## config.mk

```make
export PLATFORM = sky130hd
export DESIGN_NAME = alarm_fsm_flat
export DESIGN_NICKNAME = d
export VERILOG_FILES = /design/src/rtl/alarm_fsm_if.sv /design/src/rtl/alarm_fsm.sv /design/src/flat_wrapper.sv
export SDC_FILE = /design/constraint.sdc
export NUM_CORES = 1
export LEC_CHECK = 0
export ABC_CLOCK_PERIOD_IN_PS = 1770
export CAP_MARGIN = 40
export CORE_AREA = 2 2 74 76
export CTS_BUF_LIST = sky130_fd_sc_hd__clkbuf_16
export DETAILED_ROUTE_END_ITERATION = 10
export DIE_AREA = 0 0 76 78
export GPL_TIMING_DRIVEN = 0
export PLACE_DENSITY = 0.73
export SLEW_MARGIN = 10
export SYNTH_ARGS = -nofsm -noshare
export SYNTH_HDL_FRONTEND = slang
export SYNTH_SLANG_ARGS = --single-unit
```

## constraint.sdc

```tcl
create_clock -name clk_104mhz -period 1.77 [get_ports clk_104mhz]
set_input_delay 0.4425 -clock clk_104mhz [delete_from_list [all_inputs] [get_ports clk_104mhz]]
set_output_delay 0.4425 -clock clk_104mhz [all_outputs]
set_load 0.03 [all_outputs]
```

## src/rtl/alarm_fsm_if.sv

```systemverilog
// Timer handshake between the alarm controller and the countdown timer.
// The controller issues start_timer with a 4-bit length and receives expired.
interface alarm_fsm_if;
    logic       start_timer;
    logic [3:0] value;
    logic       expired;

    modport master (output start_timer, output value, input expired);
    modport slave  (input start_timer, input value, output expired);
endinterface

```

## src/rtl/alarm_fsm.sv

```systemverilog
// Anti-theft controller for the car alarm: arming/disarming FSM, time parameter
// storage, timer start requests, siren and status LED.
// Optional feature macro: ALARM_FUEL_PUMP_EN (fuel pump gated by hidden switch + brake).
module alarm_fsm #(
    parameter logic [25:0] BLINK_HI = 26'd52_000_000
) (
    input  logic        clk_104mhz,
    input  logic        rst_n,
    input  logic        ignition,
    input  logic        driver_door,
    input  logic        passenger_door,
    input  logic        reprogram,
    input  logic [1:0]  time_param_sel,
    input  logic [3:0]  time_value,
    input  logic        hidden_switch,
    input  logic        brake_pedal,
    alarm_fsm_if.master tmr,
    output logic        siren,
    output logic        status_indicator,
    output logic        fuel_power,
    output logic [2:0]  state_out
);

    typedef enum logic [2:0] {
        StArmed          = 3'd0,
        StTriggered      = 3'd1,
        StSoundAlarm     = 3'd2,
        StAlarmHold      = 3'd3,
        StDisarmed       = 3'd4,
        StWaitDriverOpen = 3'd5,
        StWaitDriverClose= 3'd6,
        StArmDelay       = 3'd7
    } state_e;

    // Parameter indices
    localparam int unsigned PArmDelay  = 0;
    localparam int unsigned PDriver    = 1;
    localparam int unsigned PPassenger = 2;
    localparam int unsigned PAlarmOn   = 3;

    state_e      state_q, state_d;
    logic        start_q, start_d;
    logic [3:0]  value_q, value_d;
    logic [3:0]  param_q [4];
    logic        siren_q;
    logic        led_q;
    logic [25:0] blink_cnt_q;
    logic        fuel_q;

    logic any_door;
    logic expired_ok;

    assign any_door = driver_door | passenger_door;
    // An expired seen while start is high belongs to the previous countdown.
    assign expired_ok = tmr.expired & ~start_q;

    // Next-state and timer-start decode; reprogram beats ignition beats doors beats expired.
    always_comb begin
        state_d = state_q;
        start_d = 1'b0;
        value_d = value_q;
        if (reprogram) begin
            state_d = StArmed;
        end else if (ignition) begin
            state_d = StDisarmed;
        end else begin
            unique case (state_q)
                StArmed: begin
                    if (driver_door) begin
                        state_d = StTriggered;
                        start_d = 1'b1;
                        value_d = param_q[PDriver];
                    end else if (passenger_door) begin
                        state_d = StTriggered;
                        start_d = 1'b1;
                        value_d = param_q[PPassenger];
                    end
                end
                StTriggered: begin
                    if (expired_ok) state_d = StSoundAlarm;
                end
                StSoundAlarm: begin
                    if (!any_door) begin
                        state_d = StAlarmHold;
                        start_d = 1'b1;
                        value_d = param_q[PAlarmOn];
                    end
                end
                StAlarmHold: begin
                    if (any_door) state_d = StSoundAlarm;
                    else if (expired_ok) state_d = StArmed;
                end
                StDisarmed: begin
                    state_d = StWaitDriverOpen;
                end
                StWaitDriverOpen: begin
                    if (driver_door) state_d = StWaitDriverClose;
                end
                StWaitDriverClose: begin
                    if (!driver_door) begin
                        state_d = StArmDelay;
                        start_d = 1'b1;
                        value_d = param_q[PArmDelay];
                    end
                end
                StArmDelay: begin
                    if (any_door) begin
                        start_d = 1'b1;
                        value_d = param_q[PArmDelay];
                    end else if (expired_ok) begin
                        state_d = StArmed;
                    end
                end
            endcase
        end
    end

    // State, timer request and siren registers.
    always_ff @(posedge clk_104mhz) begin
        if (!rst_n) begin
            state_q <= StArmed;
            start_q <= 1'b0;
            value_q <= 4'd0;
            siren_q <= 1'b0;
        end else begin
            state_q <= state_d;
            start_q <= start_d;
            value_q <= value_d;
            siren_q <= (state_d == StSoundAlarm) || (state_d == StAlarmHold);
        end
    end

    // Programmable time parameters.
    always_ff @(posedge clk_104mhz) begin
        if (!rst_n) begin
            param_q[PArmDelay]  <= 4'd6;
            param_q[PDriver]    <= 4'd8;
            param_q[PPassenger] <= 4'd15;
            param_q[PAlarmOn]   <= 4'd10;
        end else if (reprogram) begin
            param_q[time_param_sel] <= time_value;
        end
    end

    // Status LED: blinks in ARMED starting lit, steady on while alarmed, off otherwise.
    always_ff @(posedge clk_104mhz) begin
        if (!rst_n) begin
            led_q       <= 1'b1;
            blink_cnt_q <= 26'd0;
        end else if (state_d == StArmed) begin
            if (state_q != StArmed) begin
                led_q       <= 1'b1;
                blink_cnt_q <= 26'd0;
            end else if (blink_cnt_q == BLINK_HI - 26'd1) begin
                led_q       <= ~led_q;
                blink_cnt_q <= 26'd0;
            end else begin
                blink_cnt_q <= blink_cnt_q + 26'd1;
            end
        end else begin
            blink_cnt_q <= 26'd0;
            led_q       <= (state_d == StTriggered) || (state_d == StSoundAlarm) ||
                           (state_d == StAlarmHold);
        end
    end

`ifdef ALARM_FUEL_PUMP_EN
    // Fuel pump latches on with ignition + hidden switch + brake, drops with ignition.
    always_ff @(posedge clk_104mhz) begin
        if (!rst_n) begin
            fuel_q <= 1'b0;
        end else if (!ignition) begin
            fuel_q <= 1'b0;
        end else if (hidden_switch && brake_pedal) begin
            fuel_q <= 1'b1;
        end
    end
`else
    logic unused_inputs;
    assign unused_inputs = hidden_switch ^ brake_pedal;

    // Fuel pump simply follows ignition.
    always_ff @(posedge clk_104mhz) begin
        if (!rst_n) fuel_q <= 1'b0;
        else        fuel_q <= ignition;
    end
`endif

    assign tmr.start_timer   = start_q;
    assign tmr.value         = value_q;
    assign siren             = siren_q;
    assign status_indicator  = led_q;
    assign fuel_power        = fuel_q;
    assign state_out         = state_q;

endmodule

```

## src/flat_wrapper.sv

```systemverilog
// flat-port wrapper written by rule: the top's interface ports become plain ports
module alarm_fsm_flat 
#(
    parameter logic [25:0] BLINK_HI = 26'd52_000_000
)
  (clk_104mhz, rst_n, ignition, driver_door, passenger_door, reprogram, time_param_sel, time_value, hidden_switch, brake_pedal, siren, status_indicator, fuel_power, state_out, tmr_start_timer, tmr_value, tmr_expired);
  alarm_fsm_if tmr_i ();
  input  logic clk_104mhz;
  input  logic rst_n;
  input  logic ignition;
  input  logic driver_door;
  input  logic passenger_door;
  input  logic reprogram;
  input  logic [1:0] time_param_sel;
  input  logic [3:0] time_value;
  input  logic hidden_switch;
  input  logic brake_pedal;
  output logic siren;
  output logic status_indicator;
  output logic fuel_power;
  output logic [2:0] state_out;
  output wire logic [$bits(tmr_i.start_timer)-1:0] tmr_start_timer;
  output wire logic [$bits(tmr_i.value)-1:0] tmr_value;
  input wire logic [$bits(tmr_i.expired)-1:0] tmr_expired;
  assign tmr_start_timer = tmr_i.start_timer;
  assign tmr_value = tmr_i.value;
  assign tmr_i.expired = tmr_expired;
  alarm_fsm #(.BLINK_HI(BLINK_HI)) u_core (.clk_104mhz(clk_104mhz), .rst_n(rst_n), .ignition(ignition), .driver_door(driver_door), .passenger_door(passenger_door), .reprogram(reprogram), .time_param_sel(time_param_sel), .time_value(time_value), .hidden_switch(hidden_switch), .brake_pedal(brake_pedal), .tmr(tmr_i), .siren(siren), .status_indicator(status_indicator), .fuel_power(fuel_power), .state_out(state_out));
endmodule
```

; ---- After elaboration in Yosys (flattened, before gate mapping)
; Memory sizes are Yosys's and may differ from the RTL's.
; Cells that the tools add are included.
[op_classes]
add_sub_neg = 1
n_eq_ne = 16
mux = 34
bitwise_logic = 8
reduce_logical = 11
[op_table]
columns = operator, n
row1 = $mux 3, 11
row2 = $add 26x1->26 const B, 1
row3 = $eq 26x26->1 const B, 1
row4 = $mux 4, 6
row5 = $pmux 3 s8, 1
row6 = $pmux 4 s4, 1
row7 = $mux 1, 13
row8 = $eq 3x2->1 const B, 4
row9 = $eq 3x3->1 const B, 4
row10 = $reduce_or 4->1, 2
row11 = $reduce_and 7->1, 1
row12 = $eq 3x1->1 const B, 2
row13 = $logic_not 3->1, 2
row14 = $ne 3x3->1 const B, 2
row15 = $not 1->1, 6
row16 = $ne 2x2->1 const B, 2
row17 = $pmux 1 s4, 1
row18 = $reduce_bool 4->1, 1
row19 = $logic_or 1x1->1, 3
row20 = $reduce_bool 3->1, 1
row21 = $reduce_or 3->1, 1
row22 = $mux 2, 1
row23 = $ne 2x1->1 const B, 1
row24 = $and 1x1->1, 1
row25 = $or 1x1->1, 1
[word_totals]
reg_bits = 37
mem_bits_rw = 16
output_inout_bits = 11
wordCells = 78
memories = 1
[mem_list]
columns = name, depth, width, read_ports, rd_ports_with_merged_regs, wr, line_no
row1 = u_core.param_q, 4, 4, 4, 0, 4, alarm_fsm.sv:44  ; logic [3:0] param_q [4];

; ---- Longest topological paths before layout
[depth]
depth_word = 11
depth_mapped = 8
ltp_nobuf = 6

; ---- Worst setup path before layout
; Ideal clock, no wire load.
[synth_path]
path_type = register to register
from = register u_core.state_q[0] (netlist: u_core.state_out[0])
to = register u_core.blink_cnt_q[14]
setup_time_ps = 65
arrival_ps = 1790
required_ps = 1705
slack_ps = -85
path_stages_with_launch = 8
path_buffers = 2
period_less_slack_ps = 1855
path_cell_list = dfxtp_1 nand2_1 nor4_4 o31ai_1 or3_1 buf_6 buf_12 nor2_1
[synth_between]
elab_chain_cells = 8
word_cells_on_any_way = 24
cone_classes = 7 x eq/ne / 12 x mux / 1 x bitwise / 4 x reduce/logical
[synth_lines]
columns = element, line_no
row1 = start: declaration, alarm_fsm.sv:41  ; state_e state_q, state_d;
row2 = start signal: assignment, alarm_fsm.sv:121  ; state_q <= StArmed;
row3 = start signal: assignment, alarm_fsm.sv:126  ; state_q <= state_d;
row4 = $mux 3 (on tied branches), "alarm_fsm.sv:91, alarm_fsm.sv:110, alarm_fsm.sv:73"
row5 = $mux 3 (on tied branches), "alarm_fsm.sv:107, alarm_fsm.sv:90, alarm_fsm.sv:69"
row6 = $pmux 3 s8, alarm_fsm.sv:67  ; unique case (state_q)
row7 = $mux 3, alarm_fsm.sv:64  ; end else if (ignition) begin
row8 = $mux 3, alarm_fsm.sv:62  ; if (reprogram) begin
row9 = $logic_not 3->1, alarm_fsm.sv:150  ; end else if (state_d == StArmed) begin
row10 = $not 1->1 (no line), n/a
row11 = $reduce_or 4->1 (no line) (*), n/a
row12 = end signal: assignment, alarm_fsm.sv:158  ; blink_cnt_q <= blink_cnt_q + 26'd1;
row13 = end: declaration, alarm_fsm.sv:47  ; logic [25:0] blink_cnt_q;
; Mark *: on every way between the ends. The rest lies on a longest branch, timed or not.
; A chain may end at the register's enable or synchronous reset.

; ---- Worst setup path in the final report
[layout_path]
from = register u_core.blink_cnt_q[11]
to = register u_core.blink_cnt_q[8]
[layout_between]
elab_chain_cells = 2
[layout_lines]
columns = element, line_no
row1 = $eq 26x26->1, alarm_fsm.sv:154  ; end else if (blink_cnt_q == BLINK_HI - 26'd1) begin
row2 = $reduce_or 4->1 (no line), n/a
; Every way passes these cells.

==> results.md <==
- The flow ran to the end, but the final reports show violations.
- The checks that failed: setup timing.
- The time the final worst path needs with I/O delays and setup is 1.80 ns.
- TritonCTS created 5 clock buffers.
- The antenna diode instance count is 0.
- The wire length per cell is approximately 15 um.
- Across the run, the number of max-cap violations was 0.
- In this run the worst path has a maximum fanout of 7.
- The detailed-router iteration count before antenna repair is 4.
- The tightest min-delay check is of the in -> reg type.
- Setup repair after global routing could not meet its margin everywhere.
- The final critical path takes up 102% of the cycle.
- A synthesized cell averages 9.86 um^2.
- For the worst setup path, the data required time is 1.95 ns.
- At the end of routability-driven placement, the weighted congestion stood at 0.789.
- The Yosys step of the flow raised 0 warnings.
- The initialized floorplan defines 26 standard-cell rows.
- The post-synthesis compound-gate area fraction is 7.30%.
- The clock tree from TritonCTS is yes.
- The number of cells on the worst reg-to-reg path is 7.
- The total count of max-transition violations in the final report is 0.
- The number of input and output port buffers inserted is 21.
- The all-layer global routing usage is 18.0%.
- Counting the fill cells in the layout gives 358.
- Counting every sink on the clock net gives 53.
- At the pin with the least slew margin, the transition time is 0.434 ns.
- From left edge to right edge, the die measures ~76 um.
- For this block, the via count after detailed routing is 2065.
- The worst slack at placement is -0.549 ns.
- The net count after synthesis is 268.
- The fmax is between 0.5 and 0.6 GHz.
- Clock latency on the worst-skew pair, taken at its later pin, is 0.29 ns.
- The synthesized design contains 53 register bits.
- The worst hold path passes through 2 cells.
- Summed over all layers, the global routing overflow is 0.
- The largest net degree at the start of global routing is 18.
- After detailed routing, the number of vias per cell comes to 5.38.
- The total negative setup slack is -0.0757 ns.
- The count of endpoints failing setup in the final report is 6.
- The first-pass GRT wire length is 8420 um.
- The wire-length estimate of the detail-placed layout is 3340 um.
- The core footprint is 0.00504 mm^2.
- The data arrival time of the critical path is about 2.0 ns.
- The xor and xnor fraction of the mapped netlist area is 8.82%.
- The synthesized-area fraction occupied by and/or/nand/nor cells is 26.1%.
- In this run, the number of DRC markers left after iteration 0 of detailed routing was 111.
- The register area share after synthesis is 49.2%.
- The number of flops mapped to enable cells by yosys is 16.
- The number of levels in the clock H-tree is 2.
- 26 I/O pins were placed.
- The number of antenna violations at the first check in global routing came to 0.
- The final worst slack is -0.0268 ns.
- The vertical extent of the die is ~78 um.
- The primary flip-flop cell chosen by synthesis mapping is sky130_fd_sc_hd__dfxtp_1.
- The maximum buffer depth of the clock tree is 2.
- The clock root buffer master is sky130_fd_sc_hd__clkbuf_16.
- Clock-pin slew was measured on the worst setup and hold paths at approximately 0.07 ns.
- After synthesis, the largest family of logic cells by area is simple AND/OR/NAND/NOR gates.
- The via count of the first global-routing pass is ~1900.
- The number of different library cells in the post-synthesis netlist is 44.
- For this configuration, the core starts out at a cell density of 49.3%.
- The clock arrives with a little under 0.006 ns of skew.
- The standby leakage power is 1.34 nW.
- The ratio of cells with drive above 1 in the final layout is 35.4%.
- The highest ir drop seen on vdd is 0.443 mV.
- The cell area after synthesis is 0.00248 mm^2.
- The multiplexer fraction of the synthesized cell area is 3.43%.
- Synthesis produced 252 cells.
- For this run, design rule violations remaining after detail routing come to 0.
- The post-synthesis to final-layout area growth is 40.3%.
- The remaining antenna violation count after routing is 0.
- The power per cell area is 766 mW/mm^2.
- The worst setup path is launched from a register.
- The design draws 2.67 mW.
- For this run, asynchronously set or reset flops after synthesis account for 0%.
- The number of hold-slack violations in the final timing report came to 0.
- The routed design has between 5000 and 6000 um of wire.
- The adder-cell share of the synthesized area is 0.504%.
- STA classifies the critical path endpoint as a register.
- The post-layout net count is 329.
- In this run the tightest slew margin relative to its limit is 71.1%.
- The worst setup path is of the reg -> reg kind.
- The die covers 0.00593 mm^2.
[per-layer routing]
metal  up-vias  share of wire (%)  GRT usage (%)
met5         -                  0              0
met1       988                 41           22.2
met2        67                 52           30.9
li1       1006                  -              -
met3         4                5.8           2.91
met4         0                1.2           8.36
[power breakdown]
part	internal [mW]	switching, mW
Combinational	0.161	0.159
Sequential	1.29	0.0217
Clock	0.610	0.429
Total	2.06	0.610
[logic make-up (layout without fill, tap and decap cells)]
logic type,count (synthesis),count (layout)
XOR/XNOR,25,25
AND/OR/NAND/NOR,121,121
multiplexers,8,8
AO/OA/AOI/OAI,26,26
buffers and inverters,18,80
flip-flops,53,53
adder cells (fa/ha/maj),1,1
[area by class of cell]
class / count / area, um^2 / area share (%)
multi-input cells: 181 / 1350 / 38.8
flip-flops and latches: 53 / 1250 / 36.0
repair buffers: 54 / 509 / 14.6
clock buffers: 6 / 150 / 4.31
well taps: 70 / 87.6 / 2.51
plain buffers: 7 / 76.3 / 2.19
inverters: 11 / 41.3 / 1.19
clock inverters: 2 / 12.5 / 0.359
[cell usage after synthesis (2+ instances only)]
cell type,number,area [um^2]
sky130_fd_sc_hd__mux2_2,4,45.0
sky130_fd_sc_hd__buf_12,2,40.0
sky130_fd_sc_hd__dfxtp_1,37,741
sky130_fd_sc_hd__and3_1,4,25.0
sky130_fd_sc_hd__xor2_1,18,158
sky130_fd_sc_hd__a21oi_1,3,15.0
sky130_fd_sc_hd__nor2_1,36,135
sky130_fd_sc_hd__inv_1,11,41.3
sky130_fd_sc_hd__nor4_1,4,25.0
sky130_fd_sc_hd__xnor2_1,7,61.3
sky130_fd_sc_hd__clkbuf_1,2,7.51
sky130_fd_sc_hd__nand2_1,18,67.6
sky130_fd_sc_hd__and2_1,11,68.8
sky130_fd_sc_hd__mux2i_1,4,40.0
sky130_fd_sc_hd__or2_2,6,37.5
sky130_fd_sc_hd__a21o_1,4,30.0
sky130_fd_sc_hd__nand2b_1,9,56.3
sky130_fd_sc_hd__nor3_1,3,15.0
sky130_fd_sc_hd__o22ai_1,9,56.3
sky130_fd_sc_hd__nand4_1,10,62.6
sky130_fd_sc_hd__edfxtp_1,16,480
sky130_fd_sc_hd__nand3_1,10,50.1
sky130_fd_sc_hd__o21ai_0,3,15.0
[through the flow]
step / hold slack [ns] / cells / instance area [um^2] / util, %
after floorplan: 0.429 / 252 / 2490 / -
after global placement: 0.445 / 343 / 2790 / 55.4
after detailed placement: 0.455 / 345 / 2820 / 55.8
after CTS: 0.473 / 369 / 3190 / 63.3
after global routing: 0.539 / 384 / 3480 / 69.1
final: 0.527 / 384 / 3480 / 69.1
[critical path: stages (launching register included)]
cell	delay (ns)
sky130_fd_sc_hd__dfxtp_2	0.35
sky130_fd_sc_hd__nor4b_4	0.30
sky130_fd_sc_hd__nand4_1	0.20
sky130_fd_sc_hd__nor4_4	0.29
sky130_fd_sc_hd__or3_1	0.16
sky130_fd_sc_hd__buf_6	0.17
sky130_fd_sc_hd__clkbuf_16	0.17
sky130_fd_sc_hd__nor2_1	0.05
[sequential cells by signal, summed over array words and instances (netlist names)]
signal                   cells
u_core.param_q              16
u_core.blink_cnt_q          26
u_core.siren                 1
u_core.status_indicator      1
u_core.state_out             3
u_core.tmr.start_timer       1
u_core.fuel_power            1
u_core.tmr.value             4
[worst paths after layout]
| kind | startpoint | to | slack (ns) |
|---|---|---|---|
| worst max-delay path | u_core.blink_cnt_q[11] | u_core.blink_cnt_q[8] | -0.03 |
| worst min-delay path | ignition | u_core.fuel_power | 0.53 |
| worst max register to register | u_core.blink_cnt_q[11] | u_core.blink_cnt_q[8] | -0.03 |
| worst min register to register | u_core.blink_cnt_q[13] | u_core.blink_cnt_q[13] | 0.54 |
[layout by cell type, fill, tap and decap left out, types with 5 or more instances in the layout]
master                            Yosys  layout
sky130_fd_sc_hd__nand2b_1             9       7
sky130_fd_sc_hd__nor2_4               0       9
sky130_fd_sc_hd__and2_1              11      11
sky130_fd_sc_hd__nand2_1             18      15
sky130_fd_sc_hd__o22ai_1              9       9
sky130_fd_sc_hd__dfxtp_1             37      21
sky130_fd_sc_hd__dfxtp_2              0      11
sky130_fd_sc_hd__nand4_1             10      10
sky130_fd_sc_hd__or2_2                6       6
sky130_fd_sc_hd__buf_4                0      28
sky130_fd_sc_hd__edfxtp_1            16      16
sky130_fd_sc_hd__inv_1               11      12
sky130_fd_sc_hd__dlygate4sd2_1        0       6
sky130_fd_sc_hd__clkbuf_16            0       7
sky130_fd_sc_hd__nor2_2               0      12
sky130_fd_sc_hd__nor2_1              36      15
sky130_fd_sc_hd__xor2_1              18      18
sky130_fd_sc_hd__dfxtp_4              0       5
sky130_fd_sc_hd__nand3_1             10      10
sky130_fd_sc_hd__clkdlybuf4s50_1      0      11
sky130_fd_sc_hd__xnor2_1              7       7
[timing repair]
| action | CTS | global route |
|---|---|---|
| pin swaps | 8 | 24 |
| setup buffers | 15 | 14 |
| gates cloned | 1 | 1 |
| setup endpoints to repair | 42 | 35 |
| hold buffers | 0 | 0 |
| resized for setup | 31 | 52 |
No activity file was read; power rests on OpenSTA's default activity.
==> edit: new RTL, same settings <==
Add a define of `ALARM_FUEL_PUMP_EN`.
--- a/src/rtl/alarm_fsm.sv
+++ b/src/rtl/alarm_fsm.sv
@@ -1,6 +1,8 @@
 // Anti-theft controller for the car alarm: arming/disarming FSM, time parameter
 // storage, timer start requests, siren and status LED.
 // Optional feature macro: ALARM_FUEL_PUMP_EN (fuel pump gated by hidden switch + brake).
+`define ALARM_FUEL_PUMP_EN
+
 module alarm_fsm #(
     parameter logic [25:0] BLINK_HI = 26'd52_000_000
 ) (
Function: changed (Yosys sat finds a counterexample within 4 cycles, from zero or initial values and one cycle with rst_n low).
==> edit against the unedited design <==
  * The run still ends with negative setup slack left
  * Synthesized cell count increased by 2.8%
  * Cell area decreased by 11%
  * Critical path depth decreased by 2
  * Routed wire length decreased by 17%
  * Total power decreased by 2.0%
  * Sequential cell count unchanged
  * Combinational power decreased by 26%
  * Worst setup slack got worse by 0.13 ns
  * Hold slack got worse by 0.047 ns
  * Area after synthesis decreased by 2.0%
  * Critical path type unchanged
  * Largest power group unchanged
==> edit: results (changes against the unedited design) <==
Drt
  • Iter 0 DRT Violations: 94 (-15%)
  • Detail-routed via count per cell: 5.20 (-3.3%)
  • 1st-pass router iterations: 5 (+1)
  • Drt wl/cell: 13.1 um (-14%)

Cells and area
  • Share of layout cells above drive strength 1: 17.8% (-18 points)
  • Final nets: 312 (-5.2%)
  • Fin area: 3090 um2 (-11%)
  • Max reg flops: 26 (unchanged)
  • Non-Filler Instances: 367 (-4.4%)
  • FILL cells: 415 (+16%)

Setup path
  • Max FO, Critical Path: 5 (-2)
  • Crit path max-delay cell type: or4_4
  • Delay of the slowest cell on the worst path: 0.51 ns (+0.16 ns)
  • WP data arrival: 2.11 ns (+0.13 ns)

Synth
  • Sequential element share of the synthesized area: 50.2% (+0.99 points)
  • Post-Syn Nets: 275 (+2.6%)
  • Synth Area per Inst: 9.40 um2 (-4.6%)
  • Synth top cells by count: dfxtp_1 (37), nor2_1 (36), nand2_1 (24), edfxtp_1 (16), xor2_1 (15)
  • Synth area leaders: dfxtp_1 (30%), edfxtp_1 (20%), nor2_1 (5.5%), xor2_1 (5.4%), nand2_1 (3.7%)
  • Yosys cell types: 39 (-11%)

STA
  • Worst Max-Slew Pin Slew: 0.509 ns (+0.0752 ns)
  • Worst Slack Setup Final: -0.153 ns (-0.126 ns)
  • Final Skew: 0.00285 ns (-0.00309 ns)
  • Fin Setup TNS: -3.27 ns (-3.20 ns)
  • Final setup vio count: 23 (+17)

Global routing
  • GRT Util Overall: 17.4% (-0.61 points)
  • First-pass GRT wire length: 8220 um (-2.4%)
  • Largest net degree at the start of global routing: 16 (-2)
  • Vias in the first global route: 1873 (+0.21%)

Power and ir drop
  • Pleak: 1.15 nW (-14%)
  • P_sw: 557 uW (-8.7%)
  • Peak VDD IR: 0.484 mV (+9.3%)

Run status
  • Outcome: finished, violations left
  • Failing checks: negative setup slack

Min path
  • Hold crit path type: reg -> reg

Place
  • DP Area: 2780 um2 (-1.3%)
  • Post-DP HPWL: 3390 um (+1.4%)
  • Pre-CTS setup slack: -0.531 ns (+0.0177 ns)
  • Placer Congestion: 0.830 (+5.3%)
  • Placed insts: 353 (+2.3%)
  • I/O Buffers: 23 (+9.5%)

CTS
  • Clk pin slew, worst setup/hold paths: 0.07 ns (about the same)
  • Worst-Skew Late Latency: 0.28 ns
==> edit: changes by cell type after synthesis, moves of 2 or more <==
cell | before | now
nand2_1 | 18 | 24
a21oi_1 | 3 | 7
and3_1 | 4 | 7
nand4_1 | 10 | 7
nor3_1 | 3 | 6
xor2_1 | 18 | 15
buf_12 | 2 | 0
clkbuf_1 | 2 | 4
inv_1 | 11 | 9
nor2b_1 | 0 | 2
==> edit: logic make-up (layout without fill, tap and decap cells) <==
kind of cell / count (synthesis) / after routing / synth area share [%]
XOR/XNOR: 22 / 22 / 7.91
flip-flops: 53 / 53 / 50.2
AO/OA/AOI/OAI: 33 / 33 / 9.40
multiplexers: 8 / 8 / 3.49
adder cells (fa/ha/maj): 1 / 1 / 0.514
AND/OR/NAND/NOR: 127 / 127 / 26.1
buffers and inverters: 15 / 53 / 2.41
==> edit: power by group through the flow <==
stage / clock network (mW) / logic (mW) / registers, mW
3_3_place_gp: 0 / 0.215 / 1.34
3_5_place_dp: 0 / 0.218 / 1.34
6_report: 1.07 / 0.236 / 1.31
2_1_floorplan: 0 / 0.113 / 1.35
4_1_cts: 1.09 / 0.233 / 1.31
5_1_grt: 1.13 / 0.257 / 1.32
==> edit: layout make-up <==
cell class                 instances  share of cell area, %
buffer                             6                   1.26
clock buffer                       5                   4.05
clock inverter                     3                   1.22
inverter                           9                   1.09
multi-input combinational        191                   40.4
sequential                        53                   39.7
tap                               70                   2.84
timing repair buffer              30                   9.44
==> edit: timing repair <==
action | CTS | global route
endpoints found under the setup margin | 38 | 34
gates resized for setup | 17 | 25
pin swaps | 8 | 9
gates cloned | 2 | 0
setup buffers | 3 | 1
==> edit: worst paths after layout <==
| kind | startpoint | end | slack (ns) | depth (start not counted) |
|---|---|---|---|---|
| min reg2reg | u_core.fuel_power | u_core.fuel_power | 0.48 | 2 |
| max reg2reg | u_core.blink_cnt_q[8] | u_core.blink_cnt_q[5] | -0.15 | 5 |
| max | u_core.blink_cnt_q[8] | u_core.blink_cnt_q[5] | -0.15 | 5 |
| min | u_core.fuel_power | u_core.fuel_power | 0.48 | 2 |
==> edit: layer usage <==
| layer | global-route usage, % | up-vias | wire, um |
|---|---|---|---|
| li1 | - | 985 | - |
| met3 | 3.37 | 7 | 136 |
| met4 | 7.09 | 0 | 89 |
| met5 | 0 | - | 0 |
| met1 | 19.5 | 882 | 2120 |
| met2 | 32.2 | 34 | 2470 |
==> edit: critical path, delay by kind of cell, from the launching register on <==
kind / cells / cell delay [ns]
and+or+nand+nor: 3 / 1.03
DFF: 1 / 0.35
AOI/OAI and AO/OA: 1 / 0.27
buffers and inverters: 1 / 0.17
